File: src/rtl/csi2_rx_packet_parser_if.sv
// Byte-stream and packet-output bundle between the D-PHY HS receiver and the packet parser.
// The slave modport is the parser's view; the master modport is the producer/consumer side.
interface csi2_rx_packet_parser_if #(
  parameter int COUNT_W = 16
);
  logic [7:0]         RxDataHS;
  logic               RxValidHS;
  logic               RxActiveHS;
  logic               RxSyncHS;
  logic [7:0]         PktDataID;
  logic [15:0]        PktWordCount;
  logic               PktHdrValid;
  logic [7:0]         PktPayload;
  logic               PktPayloadValid;
  logic               PktPayloadFirst;
  logic               PktPayloadLast;
  logic               PktDone;
  logic               HdrErr;
  logic               CrcErr;
  logic               AbortErr;
  logic               ParserBusy;
  logic [COUNT_W-1:0] PktCount;

  modport slave (
    input  RxDataHS, RxValidHS, RxActiveHS, RxSyncHS,
    output PktDataID, PktWordCount, PktHdrValid, PktPayload, PktPayloadValid,
           PktPayloadFirst, PktPayloadLast, PktDone, HdrErr, CrcErr, AbortErr,
           ParserBusy, PktCount
  );

  modport master (
    output RxDataHS, RxValidHS, RxActiveHS, RxSyncHS,
    input  PktDataID, PktWordCount, PktHdrValid, PktPayload, PktPayloadValid,
           PktPayloadFirst, PktPayloadLast, PktDone, HdrErr, CrcErr, AbortErr,
           ParserBusy, PktCount
  );
endinterface

File: src/rtl/csi2_rx_packet_parser.sv
// CSI-2 style packet parser: one packet per HS burst, header check, payload framing,
// CRC-16 (0x8408 reflected) footer check, error pulses and a saturating good-packet counter.
module csi2_rx_packet_parser #(
  parameter logic [15:0] MAX_WC  = 16'd4096,
  parameter int          COUNT_W = 16
) (
  input logic                     RxByteClkHS,
  input logic                     RxRst,
  csi2_rx_packet_parser_if.slave  bus
);

  typedef enum logic [2:0] {ST_IDLE, ST_HDR, ST_PAYLOAD, ST_CRC, ST_DRAIN} state_t;

  state_t             state_q, state_d;
  logic [1:0]         byte_cnt_q, byte_cnt_d;
  logic [15:0]        pay_cnt_q, pay_cnt_d;
  logic [15:0]        wc_q, wc_d;
  logic [15:0]        crc_q, crc_d;
  logic [7:0]         crc_lo_q, crc_lo_d;
  logic [7:0]         hdr0_q, hdr0_d, hdr1_q, hdr1_d, hdr2_q, hdr2_d;
  logic [7:0]         data_id_q, data_id_d;
  logic [15:0]        word_count_q, word_count_d;
  logic [7:0]         payload_q, payload_d;
  logic               hdr_valid_q, hdr_valid_d;
  logic               payload_valid_q, payload_valid_d;
  logic               first_q, first_d, last_q, last_d;
  logic               done_q, done_d, hdr_err_q, hdr_err_d;
  logic               crc_err_q, crc_err_d, abort_q, abort_d;
  logic               busy_q, busy_d;
  logic [COUNT_W-1:0] pkt_count_q, pkt_count_d;

  logic               accept;
  logic               count_inc;
  logic [15:0]        hdr_wc;
  logic               is_last;

  // One LSB-first byte step of the reflected CCITT polynomial.
  function automatic logic [15:0] crc16_byte(input logic [15:0] crc_in, input logic [7:0] data);
    logic [15:0] c;
    c = crc_in;
    for (int i = 0; i < 8; i++) begin
      if (c[0] ^ data[i]) c = (c >> 1) ^ 16'h8408;
      else                c = c >> 1;
    end
    return c;
  endfunction

  assign accept = bus.RxValidHS & bus.RxActiveHS;
  assign hdr_wc = {hdr2_q, hdr1_q};
  assign is_last = (pay_cnt_q == wc_q - 16'd1);

  always_comb begin
    state_d         = state_q;
    byte_cnt_d      = byte_cnt_q;
    pay_cnt_d       = pay_cnt_q;
    wc_d            = wc_q;
    crc_d           = crc_q;
    crc_lo_d        = crc_lo_q;
    hdr0_d          = hdr0_q;
    hdr1_d          = hdr1_q;
    hdr2_d          = hdr2_q;
    data_id_d       = data_id_q;
    word_count_d    = word_count_q;
    payload_d       = payload_q;
    hdr_valid_d     = 1'b0;
    payload_valid_d = 1'b0;
    first_d         = 1'b0;
    last_d          = 1'b0;
    done_d          = 1'b0;
    hdr_err_d       = 1'b0;
    crc_err_d       = 1'b0;
    abort_d         = 1'b0;
    count_inc       = 1'b0;

    case (state_q)
      ST_IDLE: begin
        if (bus.RxSyncHS && bus.RxActiveHS) begin
          state_d    = ST_HDR;
          byte_cnt_d = 2'd0;
          if (accept) begin
            hdr0_d     = bus.RxDataHS;
            byte_cnt_d = 2'd1;
          end
        end
      end
      ST_HDR: begin
        if (!bus.RxActiveHS) begin
          abort_d = 1'b1;
          state_d = ST_IDLE;
        end else if (accept) begin
          case (byte_cnt_q)
            2'd0: begin hdr0_d = bus.RxDataHS; byte_cnt_d = 2'd1; end
            2'd1: begin hdr1_d = bus.RxDataHS; byte_cnt_d = 2'd2; end
            2'd2: begin hdr2_d = bus.RxDataHS; byte_cnt_d = 2'd3; end
            default: begin
              state_d = ST_DRAIN;
              if (bus.RxDataHS != (hdr0_q ^ hdr1_q ^ hdr2_q)) begin
                hdr_err_d = 1'b1;
              end else if (hdr0_q[7:4] == 4'h0) begin
                data_id_d    = hdr0_q;
                word_count_d = hdr_wc;
                hdr_valid_d  = 1'b1;
                done_d       = 1'b1;
                count_inc    = 1'b1;
              end else if (hdr_wc > MAX_WC) begin
                hdr_err_d = 1'b1;
              end else begin
                data_id_d    = hdr0_q;
                word_count_d = hdr_wc;
                hdr_valid_d  = 1'b1;
                wc_d         = hdr_wc;
                crc_d        = 16'hFFFF;
                pay_cnt_d    = 16'd0;
                byte_cnt_d   = 2'd0;
                state_d      = (hdr_wc == 16'd0) ? ST_CRC : ST_PAYLOAD;
              end
            end
          endcase
        end
      end
      ST_PAYLOAD: begin
        if (!bus.RxActiveHS) begin
          abort_d = 1'b1;
          state_d = ST_IDLE;
        end else if (accept) begin
          payload_d       = bus.RxDataHS;
          payload_valid_d = 1'b1;
          first_d         = (pay_cnt_q == 16'd0);
          last_d          = is_last;
          crc_d           = crc16_byte(crc_q, bus.RxDataHS);
          pay_cnt_d       = pay_cnt_q + 16'd1;
          if (is_last) begin
            state_d    = ST_CRC;
            byte_cnt_d = 2'd0;
          end
        end
      end
      ST_CRC: begin
        if (!bus.RxActiveHS) begin
          abort_d = 1'b1;
          state_d = ST_IDLE;
        end else if (accept) begin
          if (byte_cnt_q == 2'd0) begin
            crc_lo_d   = bus.RxDataHS;
            byte_cnt_d = 2'd1;
          end else begin
            state_d = ST_DRAIN;
            if ({bus.RxDataHS, crc_lo_q} == crc_q) begin
              done_d    = 1'b1;
              count_inc = 1'b1;
            end else begin
              crc_err_d = 1'b1;
            end
          end
        end
      end
      default: begin
        if (!bus.RxActiveHS) state_d = ST_IDLE;
      end
    endcase

    pkt_count_d = pkt_count_q;
    if (count_inc && (pkt_count_q != {COUNT_W{1'b1}})) begin
      pkt_count_d = pkt_count_q + {{(COUNT_W-1){1'b0}}, 1'b1};
    end
    busy_d = (state_d != ST_IDLE);
  end

  always_ff @(posedge RxByteClkHS or posedge RxRst) begin
    if (RxRst) begin
      state_q         <= ST_IDLE;
      byte_cnt_q      <= 2'd0;
      pay_cnt_q       <= 16'd0;
      wc_q            <= 16'd0;
      crc_q           <= 16'hFFFF;
      crc_lo_q        <= 8'd0;
      hdr0_q          <= 8'd0;
      hdr1_q          <= 8'd0;
      hdr2_q          <= 8'd0;
      data_id_q       <= 8'd0;
      word_count_q    <= 16'd0;
      payload_q       <= 8'd0;
      hdr_valid_q     <= 1'b0;
      payload_valid_q <= 1'b0;
      first_q         <= 1'b0;
      last_q          <= 1'b0;
      done_q          <= 1'b0;
      hdr_err_q       <= 1'b0;
      crc_err_q       <= 1'b0;
      abort_q         <= 1'b0;
      busy_q          <= 1'b0;
      pkt_count_q     <= '0;
    end else begin
      state_q         <= state_d;
      byte_cnt_q      <= byte_cnt_d;
      pay_cnt_q       <= pay_cnt_d;
      wc_q            <= wc_d;
      crc_q           <= crc_d;
      crc_lo_q        <= crc_lo_d;
      hdr0_q          <= hdr0_d;
      hdr1_q          <= hdr1_d;
      hdr2_q          <= hdr2_d;
      data_id_q       <= data_id_d;
      word_count_q    <= word_count_d;
      payload_q       <= payload_d;
      hdr_valid_q     <= hdr_valid_d;
      payload_valid_q <= payload_valid_d;
      first_q         <= first_d;
      last_q          <= last_d;
      done_q          <= done_d;
      hdr_err_q       <= hdr_err_d;
      crc_err_q       <= crc_err_d;
      abort_q         <= abort_d;
      busy_q          <= busy_d;
      pkt_count_q     <= pkt_count_d;
    end
  end

  assign bus.PktDataID       = data_id_q;
  assign bus.PktWordCount    = word_count_q;
  assign bus.PktHdrValid     = hdr_valid_q;
  assign bus.PktPayload      = payload_q;
  assign bus.PktPayloadValid = payload_valid_q;
  assign bus.PktPayloadFirst = first_q;
  assign bus.PktPayloadLast  = last_q;
  assign bus.PktDone         = done_q;
  assign bus.HdrErr          = hdr_err_q;
  assign bus.CrcErr          = crc_err_q;
  assign bus.AbortErr        = abort_q;
  assign bus.ParserBusy      = busy_q;
  assign bus.PktCount        = pkt_count_q;

endmodule

File: src/flat_wrapper.sv
// flat-port wrapper written by rule: the top's interface ports become plain ports
module csi2_rx_packet_parser_flat 
#(
  parameter logic [15:0] MAX_WC  = 16'd4096,
  parameter int          COUNT_W = 16
)
  (RxByteClkHS, RxRst, bus_RxDataHS, bus_RxValidHS, bus_RxActiveHS, bus_RxSyncHS, bus_PktDataID, bus_PktWordCount, bus_PktHdrValid, bus_PktPayload, bus_PktPayloadValid, bus_PktPayloadFirst, bus_PktPayloadLast, bus_PktDone, bus_HdrErr, bus_CrcErr, bus_AbortErr, bus_ParserBusy, bus_PktCount);
  csi2_rx_packet_parser_if #(.COUNT_W(COUNT_W)) bus_i ();
  input logic RxByteClkHS;
  input logic RxRst;
  input wire logic [$bits(bus_i.RxDataHS)-1:0] bus_RxDataHS;
  input wire logic [$bits(bus_i.RxValidHS)-1:0] bus_RxValidHS;
  input wire logic [$bits(bus_i.RxActiveHS)-1:0] bus_RxActiveHS;
  input wire logic [$bits(bus_i.RxSyncHS)-1:0] bus_RxSyncHS;
  output wire logic [$bits(bus_i.PktDataID)-1:0] bus_PktDataID;
  output wire logic [$bits(bus_i.PktWordCount)-1:0] bus_PktWordCount;
  output wire logic [$bits(bus_i.PktHdrValid)-1:0] bus_PktHdrValid;
  output wire logic [$bits(bus_i.PktPayload)-1:0] bus_PktPayload;
  output wire logic [$bits(bus_i.PktPayloadValid)-1:0] bus_PktPayloadValid;
  output wire logic [$bits(bus_i.PktPayloadFirst)-1:0] bus_PktPayloadFirst;
  output wire logic [$bits(bus_i.PktPayloadLast)-1:0] bus_PktPayloadLast;
  output wire logic [$bits(bus_i.PktDone)-1:0] bus_PktDone;
  output wire logic [$bits(bus_i.HdrErr)-1:0] bus_HdrErr;
  output wire logic [$bits(bus_i.CrcErr)-1:0] bus_CrcErr;
  output wire logic [$bits(bus_i.AbortErr)-1:0] bus_AbortErr;
  output wire logic [$bits(bus_i.ParserBusy)-1:0] bus_ParserBusy;
  output wire logic [$bits(bus_i.PktCount)-1:0] bus_PktCount;
  assign bus_i.RxDataHS = bus_RxDataHS;
  assign bus_i.RxValidHS = bus_RxValidHS;
  assign bus_i.RxActiveHS = bus_RxActiveHS;
  assign bus_i.RxSyncHS = bus_RxSyncHS;
  assign bus_PktDataID = bus_i.PktDataID;
  assign bus_PktWordCount = bus_i.PktWordCount;
  assign bus_PktHdrValid = bus_i.PktHdrValid;
  assign bus_PktPayload = bus_i.PktPayload;
  assign bus_PktPayloadValid = bus_i.PktPayloadValid;
  assign bus_PktPayloadFirst = bus_i.PktPayloadFirst;
  assign bus_PktPayloadLast = bus_i.PktPayloadLast;
  assign bus_PktDone = bus_i.PktDone;
  assign bus_HdrErr = bus_i.HdrErr;
  assign bus_CrcErr = bus_i.CrcErr;
  assign bus_AbortErr = bus_i.AbortErr;
  assign bus_ParserBusy = bus_i.ParserBusy;
  assign bus_PktCount = bus_i.PktCount;
  csi2_rx_packet_parser #(.MAX_WC(MAX_WC), .COUNT_W(COUNT_W)) u_core (.RxByteClkHS(RxByteClkHS), .RxRst(RxRst), .bus(bus_i));
endmodule
File: config.mk
export PLATFORM = sky130hd
export DESIGN_NAME = csi2_rx_packet_parser_flat
export DESIGN_NICKNAME = d
export VERILOG_FILES = /design/src/rtl/csi2_rx_packet_parser_if.sv /design/src/rtl/csi2_rx_packet_parser.sv /design/src/flat_wrapper.sv
export SDC_FILE = /design/constraint.sdc
export NUM_CORES = 1
export LEC_CHECK = 0
export BUFFER_PORTS_ARGS = -buffer_cell sky130_fd_sc_hd__buf_2
export CAP_MARGIN = 20
export CORE_MARGIN = 8
export CORE_UTILIZATION = 40
export CTS_CLUSTER_SIZE = 40
export DETAILED_ROUTE_END_ITERATION = 16
export PLACE_DENSITY = 0.59
export SLEW_MARGIN = 20
export SYNTH_ARGS = -nofsm -noshare
export SYNTH_HDL_FRONTEND = slang
export SYNTH_SLANG_ARGS = --single-unit
File: constraint.sdc
create_clock -name RxByteClkHS -period 12.9 [get_ports RxByteClkHS]
set_input_delay 2.58 -clock RxByteClkHS [delete_from_list [all_inputs] [get_ports RxByteClkHS]]
set_output_delay 2.58 -clock RxByteClkHS [all_outputs]
set_load 0.03 [all_outputs]
### Word-level counts from Yosys, hierarchy flattened

Index checks and enable logic that the tools add are counted.

| storage, ports and cells | value |
|---|---|
| logic and storage cells | 227 |
| output and inout port bits | 57 |
| bits of input ports | 13 |
| register bits | 142 |

| cells by class | value |
|---|---|
| muxes and demuxes | 128 |
| magnitude comparators | 1 |
| $add $sub $neg | 3 |
| reduce and logical (&&, ||, !) cells | 22 |
| bitwise logic cells | 23 |
| equal/unequal tests | 28 |

Operator list:

| cell | number |
|---|---|
| 16-bit 2-to-1 mux | 47 |
| 16-bit one-hot mux with 2 select lines | 2 |
| 8-bit 2-to-1 mux | 7 |
| 3-bit 2-to-1 mux | 14 |
| 1-bit 2-to-1 mux | 41 |
| 16-bit by 1-bit adder with 16-bit output, second input constant | 2 |
| 16-bit equality test | 2 |
| 16-bit zero test | 2 |
| 2-bit 2-to-1 mux | 12 |
| 2-bit inverter with 3-bit output | 8 |
| 2-bit by 1-bit inequality test with 1-bit output, second input constant | 9 |
| 16-bit by 13-bit > comparator with 1-bit output, second input constant | 1 |
| 16-bit inequality test, second input constant | 1 |
| 8-bit one-hot mux with 2 select lines | 1 |
| 16-bit by 1-bit subtractor with 16-bit output, second input constant | 1 |
| 8-bit XOR | 2 |
| 5-bit inequality test, second input constant | 3 |
| 2-bit inequality test, second input constant | 7 |
| 13-bit AND reduction | 1 |
| 3-bit one-hot mux with 4 select lines | 1 |
| 4-bit AND reduction | 3 |
| 6-bit AND reduction | 2 |
| 9-bit AND reduction | 1 |
| 8-bit inequality test | 1 |
| other kinds (20) | 34 |

### Longest topological paths before layout

| depth | value |
|---|---|
| word-level depth | 40 |
| depth in mapped cells | 10 |
| depth with buffers taken out | 9 |

### Worst setup path before layout

OpenSTA, ideal clock, no wires.

| path | value |
|---|---|
| path kind | input to register |
| from | input port bus_RxDataHS[3] |
| to | register u_core.word_count_q[10] (netlist: u_core.bus.PktWordCount[10]) |
| slack | 8.427 ns |
| data required time | 12.775 ns |
| stages | 9 |
| arrival time | 4.348 ns |
| cell sequence | buf_2 > xnor2_1 > xnor2_1 > nand4_1 > nor2_2 > o21ai_0 > nor2_2 > buf_4 > mux2_2 |

| between the ends | value |
|---|---|
| cells in the longest elaborated chain, start to end | 3 |

RTL lines:

| what | RTL line | source |
|---|---|---|
| from (decl) | flat_wrapper.sv:11 | `input wire logic [$bits(bus_i.RxDataHS)-1:0] bus_RxDataHS;` |
| 8-bit inequality test | csi2_rx_packet_parser.sv:97 | `if (bus.RxDataHS != (hdr0_q ^ hdr1_q ^ hdr2_q)) begin` |
| 1-bit inverter (no line) | - |  |
| 6-bit AND reduction (no line) | - |  |
| to (signal assigned) | csi2_rx_packet_parser.sv:204 | `word_count_q <= word_count_d;` |
| to (decl) | csi2_rx_packet_parser.sv:22 | `logic [15:0] word_count_q, word_count_d;` |

No other way between the ends.
A chain may end at the register's enable or synchronous reset.

### Worst setup path after layout

| path | value |
|---|---|
| from | input port bus_RxValidHS |
| to | register u_core.crc_q[15] |

| between the ends | value |
|---|---|
| cells in the longest elaborated chain, start to end | 3 |
| elaborated cells on any way between the ends | 4 |
| those cells by class | eq/ne: 2; bitwise: 1; reduce/logical: 1 |

RTL lines:

| what | RTL line | source |
|---|---|---|
| from (decl) | flat_wrapper.sv:12 | `input wire logic [$bits(bus_i.RxValidHS)-1:0] bus_RxValidHS;` |
| 1-bit AND * | csi2_rx_packet_parser.sv:48 | `assign accept = bus.RxValidHS & bus.RxActiveHS;` |
| 2-bit by 1-bit inequality test with 1-bit output (no line) | - |  |
| 9-bit AND reduction (no line) * | - |  |
| to (signal assigned) | csi2_rx_packet_parser.sv:198 | `crc_q <= crc_d;` |
| to (decl) | csi2_rx_packet_parser.sv:18 | `logic [15:0] crc_q, crc_d;` |

Mark *: on every way between the ends. The rest lies on a longest branch, timed or not.

==> flow_summary.ini <==
[worst_setup_path]
r2r_slack_ns = 9.47
crit_chain = buf_2, nand3_1, clkinv_1, a31oi_4, buf_16, a21oi_1, a21o_1
critPathSlowestCell = a31oi_4
endpoint_kind = register
cp-endpoint = u_core.crc_q[15]
rr_endpoint = u_core.pay_cnt_q[6]
cp_top_family = buffers and inverters
timing.rr.start = u_core.state_q[1]
cp.required_ns = 13.25
startpoint = bus_RxValidHS
r2r_cells = 7
start_kind = input pin
cpPeakStageDelay_ns = 0.74
crit_buf_inv = 3
critical_path_class = input pin to register
arrival_ns = 5.14
cp.depth = 7
cp_max_fo = 32

[clock_tree]
cts_setup_buffers = 0
root_buffer = clkbuf_16
cts_inserted_buffers = 17
cts_buffer_depth = 2
path_clk_slew_ns = 0.06
hold_buffers = 0
htree_levels = 4
cts_sinks = 142
cts_resized = 0
cts_tree = built
clkLatencyLatePin_ns = 0.42

[pwr]
power_density_nw_per_um2 = 150
pwr-share-comb = 0.166
p_int_mw = 0.911
switching_share = 0.285
seq_power_share = 0.437
switchingPower_mw = 0.364
power.leakage_nw = 4.12
power_frac_clock = 0.397
vdd_drop_max_v = 0.000120

[drt]
highest_layer = met4
detail_route.wl_per_cell_um = 18.4
routed_wl_um = 18400
dr_wl_met2_um = 9230
antenna_left = 0
vias_per_cell = 5.48
via_count = 5461
drt_pass1_iterations = 5
drc = 0
drtIter0Drc = 295
wl_met3_um = 957
routedLengthMet1_um = 7820

[die]
dieArea_um2 = 23000
rows = 49
initial_core_util = 0.409
coreArea_um2 = 18000
num_io_pins = 70
chipWidth_um = 152
die_h_um = 152

[sta]
fin_crit_ns = 4.79
setup_violations = 0
final_hold_viol_count = 0
fmax_mhz = 209
rsz0062_at_grt = no
finClkSkew_ns = 0.00901
tightest_slew_ns = 0.968
finalSetupTns_ns = 0
slew_headroom = 0.348
period_share = 0.371
slew_violations = 0

[logic_synthesis]
synth.avg_cell_area_um2 = 10.5
synth_top_family_by_area = simple AND/OR/NAND/NOR gates
yosys.area_share.simple = 0.165
synth.distinct_cells = 64
synth-edff-count = 0
syn_area_um2 = 7380
synth-compound-area-share = 0.0766
ys_async_sr_fraction = 1.00
ys_seq_area_frac = 0.484
synth.net_count = 722
synthFlopType = dfrtp_1
yosys.area_share.adder = 0.0136
synth_mux_area_frac = 0.110
synth-seq-cells = 142
synth_cells = 701
synth_xor_area_frac = 0.114
yosysWarnings = 0

[grt]
grtUsageTotal = 0.164
grt_max_degree = 85
grt_overflow = 0
antenna_found_initial = 0
grt_pass1_vias = 5777
grt_pass1_wl_um = 30900

[placed_design]
place_hpwl_um = 13100
place_inst = 964
place.gp.congestion = 0.853
io_buffers = 69

[status]
status = finished clean

[min_path]
hp-class = register to register

[layout]
finalNonFillerCells = 997
diodes = 0
drive_gt1_frac = 0.270
syn2layout_area_growth_pct = 15.3
fin_nets = 776
nFillCells = 1694

[run]
cap_violations = 0
registers in the layout, summed over array words and instances, names as in the netlist, 16 cells and up:
register                 flops
u_core.pay_cnt_q            16
u_core.bus.PktCount         16
u_core.bus.PktWordCount     16
u_core.crc_q                16
u_core.wc_q                 16
cell type report:
type	instances	area (um^2)	share of cell area
Multi-Input combinational cell	500	3560	0.419
Timing Repair Buffer	72	392	0.0460
Sequential cell	142	3570	0.420
Clock inverter	10	139	0.0163
Clock buffer	22	464	0.0546
Inverter	22	87.6	0.0103
Tap cell	229	287	0.0337
through the flow:
stage               utilization  worst slack [ns]  hold WS, ns  power [mW]  area [um^2]
global route              0.472              7.95        0.515        1.33         8500
global placement          0.436              7.43        0.461       0.770         7860
finish                    0.472              8.11        0.481        1.27         8500
CTS                       0.470              7.88        0.484        1.29         8460
detailed placement        0.436              7.43        0.462       0.777         7860
floorplan                     -              6.54        0.475       0.712         7380
cell families (layout without fill, tap and decap cells):
logic type / after synthesis / in the layout
flops: 142 / 142
mux: 72 / 72
xor+xnor: 96 / 96
compound gates: 88 / 88
simple gates: 236 / 236
buf+inv: 59 / 126
fa+ha+maj: 8 / 8
layer usage:
metal	track usage	vias to the layer above
met2	0.279	142
li1	-	2565
met1	0.192	2722
met3	0.0463	32
met4	0.0618	0
met5	0	-
cells in the mapped netlist (3+ instances only):
library cell  count  area (um^2)
dfrtp_1         126         3150
nand2_1          73          274
mux2_2           70          788
xor2_1           51          447
xnor2_1          45          394
nor2_1           41          154
o21ai_0          39          195
nor3_1           26          130
inv_1            21         78.8
nor4_1           17          106
buf_2            16         80.1
dfstp_2          16          420
nand3_1          16         80.1
nand4_1          15         93.8
clkbuf_1         14         52.6
a21oi_1          11         55.1
ha_1              8          100
o31ai_1           8         60.1
a31oi_1           6         37.5
and2_1            6         37.5
and3_1            6         37.5
or3_1             6         37.5
or4_1             5         37.5
and4_1            4         35.0
nor2b_1           4         25.0
nand3b_1          3         22.5
placed cells by master (no fill, tap or decap), types with 15 or more instances in the layout:
cell and instances:
dfrtp_1 126, nand2_1 73, mux2_2 70, buf_2 69
xor2_1 51, xnor2_1 45, nor2_1 41, o21ai_0 39
nor3_1 26, inv_1 20, nor4_1 17, clkbuf_16 17
nand3_1 16, dfstp_2 16, nand4_1 15
how the worst min path moves through the flow:
stage / from / to / slack [ns] / cells after the start
6_report: u_core.bus.PktPayload[6] / u_core.bus.PktPayload[6] / 0.48 / 2
4_1_cts: u_core.bus.PktPayload[6] / u_core.bus.PktPayload[6] / 0.48 / 2
3_5_place_dp: u_core.bus.PktPayload[0] / u_core.bus.PktPayload[0] / 0.46 / 2
2_1_floorplan: u_core.wc_q[15] / u_core.wc_q[15] / 0.47 / 1
3_3_place_gp: u_core.bus.PktPayload[4] / u_core.bus.PktPayload[4] / 0.46 / 2
5_1_grt: u_core.bus.PktPayload[6] / u_core.bus.PktPayload[6] / 0.52 / 2
power groups by stage:
stage	combinational, mW	sequential, mW	clock (mW)
after floorplan	0.175	0.537	0
after global placement	0.207	0.563	0
after detailed placement	0.212	0.565	0
after CTS	0.214	0.557	0.516
after global routing	0.233	0.564	0.538
final	0.212	0.556	0.506
worst reg2reg max path, cell delays in order, from the launching register on:
cell and delay, ns:
dfrtp_1 0.60, inv_1 0.16, nor3_1 0.45, nand3_1 0.60
clkinv_1 0.58, a31oi_4 0.21, or4_1 0.60, a21oi_1 0.16
(Power assumes the default switching activity.)
